<file path="config.mk">
export PLATFORM = sky130hd
export DESIGN_NAME = ex_mem_stage
export DESIGN_NICKNAME = d
export VERILOG_FILES = /design/src/rtl/ex_mem_stage.sv
export SDC_FILE = /design/constraint.sdc
export NUM_CORES = 1
export LEC_CHECK = 0
export CORE_AREA = 2 2 192 194
export CTS_CLUSTER_DIAMETER = 80
export DETAILED_ROUTE_END_ITERATION = 16
export DIE_AREA = 0 0 194 196
export SLEW_MARGIN = 40
export SYNTH_ARGS = -nofsm -noshare
export SYNTH_HDL_FRONTEND = slang
export SYNTH_SLANG_ARGS = --single-unit
</file>
<file path="constraint.sdc">
create_clock -name clk -period 2 [get_ports clk]
set_input_delay 0.6 -clock clk [delete_from_list [all_inputs] [get_ports clk]]
set_output_delay 0.6 -clock clk [all_outputs]
set_load 0.01 [all_outputs]
</file>
<file path="src/rtl/ex_mem_stage.sv">
// EX/MEM pipeline register: GPR, HI/LO and load/store payload plus valid, with
// stall/bubble/flush control, madd/msub state feedback to EX and a bubble counter.
module ex_mem_stage #(
  parameter int DATA_W  = 32,
  parameter int ADDR_W  = 5,
  parameter int MEMOP_W = 4,
  parameter int CNT_W   = 16
) (
  input  logic                clk,
  input  logic                rst,
  input  logic                ex_stall,
  input  logic                mem_stall,
  input  logic                flush,
  input  logic                ex_valid,
  input  logic [DATA_W-1:0]   ex_write_data,
  input  logic [ADDR_W-1:0]   ex_write_addr,
  input  logic                ex_write_en,
  input  logic [DATA_W-1:0]   ex_hi,
  input  logic [DATA_W-1:0]   ex_lo,
  input  logic                ex_whilo,
  input  logic [MEMOP_W-1:0]  ex_mem_op,
  input  logic [DATA_W-1:0]   ex_mem_addr,
  input  logic [DATA_W-1:0]   ex_store_data,
  input  logic [2*DATA_W-1:0] ex_hilo_temp,
  input  logic [1:0]          ex_cnt,
  output logic                mem_valid,
  output logic [DATA_W-1:0]   mem_write_data,
  output logic [ADDR_W-1:0]   mem_write_addr,
  output logic                mem_write_en,
  output logic [DATA_W-1:0]   mem_hi,
  output logic [DATA_W-1:0]   mem_lo,
  output logic                mem_whilo,
  output logic [MEMOP_W-1:0]  mem_mem_op,
  output logic [DATA_W-1:0]   mem_mem_addr,
  output logic [DATA_W-1:0]   mem_store_data,
  output logic [2*DATA_W-1:0] hilo_temp_fb,
  output logic [1:0]          cnt_fb,
  output logic [CNT_W-1:0]    bubble_cnt
);

  localparam logic [CNT_W-1:0] CNT_MAX = '1;

  // Priority: rst > flush > mem_stall (hold) > ex_stall (bubble) > advance.
  always_ff @(posedge clk) begin
    if (rst || flush) begin
      mem_valid      <= 1'b0;
      mem_write_data <= '0;
      mem_write_addr <= '0;
      mem_write_en   <= 1'b0;
      mem_hi         <= '0;
      mem_lo         <= '0;
      mem_whilo      <= 1'b0;
      mem_mem_op     <= '0;
      mem_mem_addr   <= '0;
      mem_store_data <= '0;
      hilo_temp_fb   <= '0;
      cnt_fb         <= '0;
      if (rst) bubble_cnt <= '0;
    end else if (mem_stall) begin
      // hold everything
    end else if (ex_stall) begin
      mem_valid      <= 1'b0;
      mem_write_data <= '0;
      mem_write_addr <= '0;
      mem_write_en   <= 1'b0;
      mem_hi         <= '0;
      mem_lo         <= '0;
      mem_whilo      <= 1'b0;
      mem_mem_op     <= '0;
      mem_mem_addr   <= '0;
      mem_store_data <= '0;
      // Stalled madd/msub keeps its partial state alive through the bubble.
      hilo_temp_fb   <= ex_hilo_temp;
      cnt_fb         <= ex_cnt;
      if (bubble_cnt != CNT_MAX) bubble_cnt <= bubble_cnt + 1'b1;
    end else begin
      mem_valid      <= ex_valid;
      mem_write_data <= ex_write_data;
      mem_write_addr <= ex_write_addr;
      mem_write_en   <= ex_valid & ex_write_en;
      mem_hi         <= ex_hi;
      mem_lo         <= ex_lo;
      mem_whilo      <= ex_valid & ex_whilo;
      mem_mem_op     <= ex_valid ? ex_mem_op : '0;
      mem_mem_addr   <= ex_mem_addr;
      mem_store_data <= ex_store_data;
      hilo_temp_fb   <= '0;
      cnt_fb         <= '0;
    end
  end

endmodule

</file>
==> impl_results.md, run 1 <==
* Cell count after placement at 1,832
* CP bufs+invs at 2
* Overall Power at 11,900 uW
* Synth top area share at 0.545
* Minimum clock period at 1.94 ns
* DRC at 0
* EDFF count, synth at 16
* Vias in the first global route at 8,649
* Hold WS at 0.354 ns
* Worst R2R End: bubble_cnt[1]
* Worst vdd ir at 692 uV
* Largest stage delay, worst path at 0.51 ns
* Critical path's top delay family: simple AND/OR/NAND/NOR gates
* Clock root buffer: clkbuf_16
* Synthesized net count at 1,134
* Clock latency on the worst-skew pair at 0.55 ns
* H-tree depth reported by CTS at 1
* Clock Skew at 0.0125 ns
* Most common cell after layout, fill and taps aside: dlygate4sd2_1
* GR Overflow Total at 0
* Setup repair after global routing missed its margin: false
* Std-Cell Core Area at 0.0361 mm2
* Final hold violations at 0
* Period utilization at 0.970
* Crit. Startpoint: bubble_cnt[0]
* Yosys top cell by area: dfxtp_1
* R2r worst-path depth at 6
* Fin cells at 1,895
* Ys async rst share at 0
* Worst r2r src: bubble_cnt[0]
* Max Cap Viol at 0
* Hold_sp: mem_stall
* Largest net degree at the start of global routing at 112
* Worst hold path type: primary input to flop
* Synth-to-layout area growth at 75.8%
* Critical Path Stages at 6
* Worst path required time at 2.30 ns
* Top cells by area, synth: dfxtp_1, a22oi_1, nor2_1
* Share of cells above drive strength 1 at 0.0883
* Flop2flop setup slack at 0.06 ns
* Initial Util at 0.242
* Die Area at 0.0380 mm2
* Worst setup path endpoint: bubble_cnt[1]
* GRT Util Overall at 0.159
* Gpl congestion at 0.777
* I/O pin count at 497
* #FFs+latches synth at 254
* Crit-path cells: buf_4 > ha_1 > nand4_1 > or4_1 > a31o_2 > buf_12
* Setup_tns at 0 ns
* Type of origin of the critical path: flop
* Nets at 1,651
* Final-report max-slew violation count at 0
* # diodes at 0
* Synth Flop Type: dfxtp_1
* Pwr dens at 772 mW/mm2
* 1st-iter DRT viols at 321
* Die Width at 194 um
* Row Count at 70
* Die Ht at 196 um
* Final antenna-violating net count at 0
* Clock sinks at 254
* Slowest cell on crit path: or4_1
* Number of vias per cell at 4.57
* Synth Cell Area at 0.00875 mm2
* Avg Cell Area, Syn at 9.83 um2
* Final Setup Violations at 0
* Sequential fraction of the synthesis area at 0.600
* CTS Buffer Depth at 3
* Final wirelength at 32,000 um
* Clock Pin Slew Worst Setup and Hold Paths at 0.06 ns
* Vias at 8,667
* Port Buffers at 496
* Placement Setup Slack at -0.0155 ns
* Max Clk Rate at 0.516 GHz
* Worst slew pin tran at 0.611 ns
* CP endpoint kind: flop
* Warnings, synthesis at 0
* First-pass detailed-route iteration total at 5
* TritonCTS clock tree: done
* DR WL/cell at 16.9 um
* Hold-fix buffers, CTS at 0
* CP max FO at 16
* First-pass GRT wire length at 49,100 um
* Yosys cell types at 28
* Mapped Cells at 890
* DPL Wire Length at 23,400 um
* Max-slew headroom at 0.593
* WS Path Type: flop to flop
* Antenna violations before repair at 0
* Worst EP arrival at 2.24 ns
* CTS Buf Count at 30
* Commonest non-fill, non-tap cells in the layout: dlygate4sd2_1, clkdlybuf4s50_1, dfxtp_1, nor2_1, a22oi_1
* Leak at 0.00671 uW
* Status: completed
* Final Worst Setup Slack at 0.0602 ns
-- routing by layer --
layer | share of wire | routed length (um) | vias to the layer above | track usage
li1 | - | - | 4231 | -
met3 | 0.086 | 2760 | 38 | 0.0521
met4 | 0.020 | 633 | 0 | 0.0441
met5 | 0 | 0 | - | 0
met2 | 0.49 | 15500 | 346 | 0.270
met1 | 0.41 | 13000 | 4052 | 0.193
-- state kept, by name (all words and copies together) (netlist names) --
name            count
mem_store_data     32
mem_lo             32
mem_write_addr      5
mem_mem_addr       32
bubble_cnt         16
mem_whilo           1
mem_mem_op          4
cnt_fb              2
hilo_temp_fb       64
mem_valid           1
mem_write_en        1
mem_hi             32
mem_write_data     32
-- per-stage QoR --
stage | utilization | instance area, um2
after floorplan | - | 8750
after global placement | 0.407 | 14700
after detailed placement | 0.407 | 14700
after CTS | 0.426 | 15400
after global routing | 0.426 | 15400
final | 0.426 | 15400
-- worst min-delay path by stage --
stage | to | slack, ns | depth (start not counted)
global placement | mem_mem_op[1] | 0.45 | 2
finish | mem_mem_op[3] | 0.35 | 3
floorplan | mem_mem_op[0] | 0.49 | 2
global route | mem_mem_op[3] | 0.35 | 3
CTS | mem_mem_op[3] | 0.32 | 3
detailed placement | mem_mem_op[1] | 0.46 | 2
-- logic make-up after synthesis --
kind of cell               Yosys count  synth area share
AOI/OAI and AO/OA                  252             0.212
xor gates and xnor gates             3           0.00300
adders and majority gates            1           0.00143
buffers and inverters               83            0.0402
DFF                                254             0.600
muxes                                5           0.00572
and+or+nand+nor                    292             0.138
-- cell type report --
type / count / area [um2]
Timing Repair Buffer: 566 / 5430
Clock buffer: 47 / 906
Fill cell: 3604 / 20700
Clock inverter: 5 / 31.3
Sequential cell: 254 / 5250
Multi-Input combinational cell: 553 / 3170
Inverter: 2 / 7.51
Tap cell: 468 / 586
-- cell usage after synthesis (all sizes together), types with 2 or more instances --
cell	n
mux2i	5
clkbuf	46
xor2	2
a22oi	230
or3	5
inv	2
nand4	5
nand3b	6
dfxtp	238
a21oi	14
nor4	4
nor2b	2
buf	35
nand3	6
o31ai	5
nand2	17
or4	6
o21ai	2
nor2	238
edfxtp	16
-- where the power goes --
part / switching (uW) / total [uW] / internal (uW) / leakage (uW)
logic: 604 / 1420 / 813 / 0.00415
clock network: 2080 / 5150 / 3080 / 0.000465
registers: 62.1 / 5290 / 5230 / 0.00210
total: 2740 / 11900 / 9120 / 0.00671
-- worst reg2reg max path: stages, from the launching register on --
cell	delay, ns
edfxtp_1	0.34
buf_4	0.10
ha_1	0.15
nand4_1	0.15
or4_1	0.51
a31o_2	0.28
buf_12	0.15
-- repair_timing --
| item | in CTS | in global routing |
|---|---|---|
| endpoints found under the setup margin | 254 | 9 |
| gates resized for setup | 263 | 7 |
| endpoints found under the hold margin | 0 | 0 |
| setup buffers | 8 | 3 |
(Power assumes the default switching activity.)
==> run 2: changes to the inputs <==
Settings changed: CORE_AREA 2 2 192 194 to 2 2 195 197, CTS_BUF_LIST set to sky130_fd_sc_hd__clkbuf_8, DIE_AREA 0 0 194 196 to 0 0 197 199.
==> run 2 against run 1 <==
  * Combinational power about the same
  * Largest cell class unchanged
  * Critical endpoint is now bubble_cnt[12]
  * Register-to-register slack improved by 0.03 ns
  * Sequential share of layout area decreased by 0.20 points
  * Design area increased by 0.58%
==> impl_results.md, run 2 (synthesized netlist as in run 1, its figures left out) <==
* # diodes at 0 (unchanged)
* Max-slew headroom at 0.594 (+0.000920)
* Net Sw Frac at 0.242 (+0.0112)
* 1st-iter DRT viols at 329 (+2.5%)
* Clock Pin Slew Worst Setup and Hold Paths at 0.06 ns (about the same)
* Row Count at 71 (+1.4%)
* Clock Power Share at 0.431 (-0.003)
* Worst r2r src: bubble_cnt[0]
* Share of power burned in registers at 0.448 (+0.002)
* Minimum clock period at 1.91 ns (-0.0287 ns)
* Number of vias per cell at 4.57 (about the same)
* Worst R2R End: bubble_cnt[12]
* Critical path's top delay family: flip-flops
* Clock Skew at 0.00901 ns (-0.00349 ns)
* Gpl congestion at 0.784 (+0.88%)
* Commonest non-fill, non-tap cells in the layout: dlygate4sd2_1, clkdlybuf4s50_1, dfxtp_1, nor2_1, a22oi_1
* CP bufs+invs at 1 (-1)
* WS Path Type: flop to output port
* Synth-to-layout area growth at 76.8%
* Final wirelength at 32,400 um (+1.3%)
* Crit. Startpoint: bubble_cnt[12]
* Port Buffers at 496 (unchanged)
* Die Area at 0.0392 mm2 (+3.1%)
* First-pass detailed-route iteration total at 4 (-1)
* Max Cap Viol at 0 (unchanged)
* Worst vdd ir at 470 uV (-32%)
* Period utilization at 0.956 (-0.0143)
* Vias at 8,864 (+2.3%)
* CP max FO at 2 (-14)
* Clock latency on the worst-skew pair at 0.58 ns (+0.03 ns)
* H-tree depth reported by CTS at 2 (+1)
* Die Ht at 199 um (+1.5%)
* Worst setup path endpoint: bubble_cnt[12]
* Internal power at 8940 uW (-2.0%)
* DPL Wire Length at 23,400 um (-0.30%)
* Leak at 0.00685 uW (+2.0%)
* Largest reg by FF count: hilo_temp_fb
* Worst slew pin tran at 0.610 ns (-0.00138 ns)
* CP endpoint kind: output port
* Final Setup Violations at 0 (unchanged)
* Logic pwr share at 0.121 (+0.002)
* Std-Cell Core Area at 0.0371 mm2 (+2.9%)
* Nets at 1,672 (+1.3%)
* Final hold violations at 0 (unchanged)
* CTS Buf Count at 46 (+53%)
* Largest net degree at the start of global routing at 115 (+2.7%)
* Initial Util at 0.236 (-0.00685)
* Final-report max-slew violation count at 0 (unchanged)
* Placed Area at 0.0147 mm2 (about the same)
* Most common cell after layout, fill and taps aside: dlygate4sd2_1
* Setup repair after global routing missed its margin: false
* R2r worst-path depth at 6 (unchanged)
* Pwr dens at 763 mW/mm2 (-1.1%)
* Finished Cell Area at 0.0155 mm2 (+0.58%)
* Critical Path Stages at 1 (-5)
* Max Clk Rate at 0.523 GHz (+1.5%)
* I/O pin count at 497 (unchanged)
* Final antenna-violating net count at 0 (unchanged)
* Worst EP arrival at 1.31 ns (-0.93 ns)
* GRT Util Overall at 0.156 (-0.00287)
* Vias in the first global route at 8,823 (+2.0%)
* Setup_tns at 0 ns (unchanged)
* Clock root buffer: clkbuf_8
* DR WL/cell at 16.7 um (-0.92%)
* Worst hold path type: primary input to flop
* Crit-path cells: dlygate4sd2_1
* Die Width at 197 um (+1.5%)
* P_sw at 2860 uW (+4.3%)
* Share of cells above drive strength 1 at 0.106 (+0.0176)
* Antenna violations before repair at 1 (+1)
* TritonCTS clock tree: done
* DRC at 0 (unchanged)
* Status: completed
* First-pass GRT wire length at 48,200 um (-1.6%)
* Clock sinks at 254 (unchanged)
* Type of origin of the critical path: flop
* CTS Buffer Depth at 3 (unchanged)
* Flop2flop setup slack at 0.09 ns (+0.03 ns)
* Slowest cell on crit path: edfxtp_1
* Largest stage delay, worst path at 0.42 ns (-0.09 ns)
* GR Overflow Total at 0 (unchanged)
* Max reg flops at 64 (unchanged)
* Worst path required time at 1.40 ns (-0.90 ns)
[run 2: tightest hold or removal path, cell delays in order]
cell and delay [ns]:
buf_6 0.13, nand2_1 0.06, a21oi_1 0.05
[run 2: power by group through the flow]
stage / clock (uW) / combinational (uW) / sequential (uW)
2_1_floorplan: 0 / 421 / 5470
5_1_grt: 5510 / 1530 / 5300
3_3_place_gp: 0 / 1460 / 5410
4_1_cts: 5290 / 1440 / 5290
3_5_place_dp: 0 / 1470 / 5420
6_report: 5080 / 1430 / 5290
[run 2: area by class of cell]
cell class,count,area [um2]
fillers,3731,21700
repair buffers,571,5480
flip-flops and latches,254,5250
multi-input cells,553,3170
clock buffers,62,853
well taps,474,593
clock inverters,22,121
inverters,2,7.51
[run 2: what timing repair did]
item	CTS	global route
hold buffers	0	0
gates resized for setup	271	0
endpoints found under the setup margin	254	0
setup buffers	16	0
[run 2: worst min-delay path by stage]
| stage | from | endpoint | slack (ns) | cells past startpoint |
|---|---|---|---|---|
| global placement | mem_mem_op[3] | mem_mem_op[3] | 0.45 | 2 |
| global route | mem_stall | mem_write_en | 0.30 | 3 |
| CTS | mem_stall | mem_write_en | 0.25 | 3 |
| floorplan | mem_mem_op[0] | mem_mem_op[0] | 0.49 | 2 |
| detailed placement | mem_whilo | mem_whilo | 0.46 | 2 |
| finish | mem_stall | mem_write_en | 0.32 | 3 |
[run 2: per-stage QoR]
| stage | setup slack, ns | hold WS, ns | total power (uW) | std cells | util |
|---|---|---|---|---|---|
| after global placement | -0.0493 | 0.449 | 6870 | 1838 | 0.396 |
| after CTS | 0.0203 | 0.247 | 12000 | 1938 | 0.416 |
| after floorplan | 0.0300 | 0.486 | 5890 | 890 | - |
| after detailed placement | -0.0784 | 0.457 | 6890 | 1838 | 0.396 |
| after global routing | 0.0151 | 0.298 | 12300 | 1938 | 0.416 |
| final | 0.0889 | 0.318 | 11800 | 1938 | 0.416 |
[run 2: layer usage]
| metal | track usage | routed length, um | up-vias |
|---|---|---|---|
| li1 | - | - | 4285 |
| met1 | 0.175 | 13000 | 4166 |
| met2 | 0.264 | 15500 | 360 |
| met3 | 0.0627 | 3080 | 51 |
| met4 | 0.0654 | 782 | 2 |
| met5 | 0 | 14 | - |
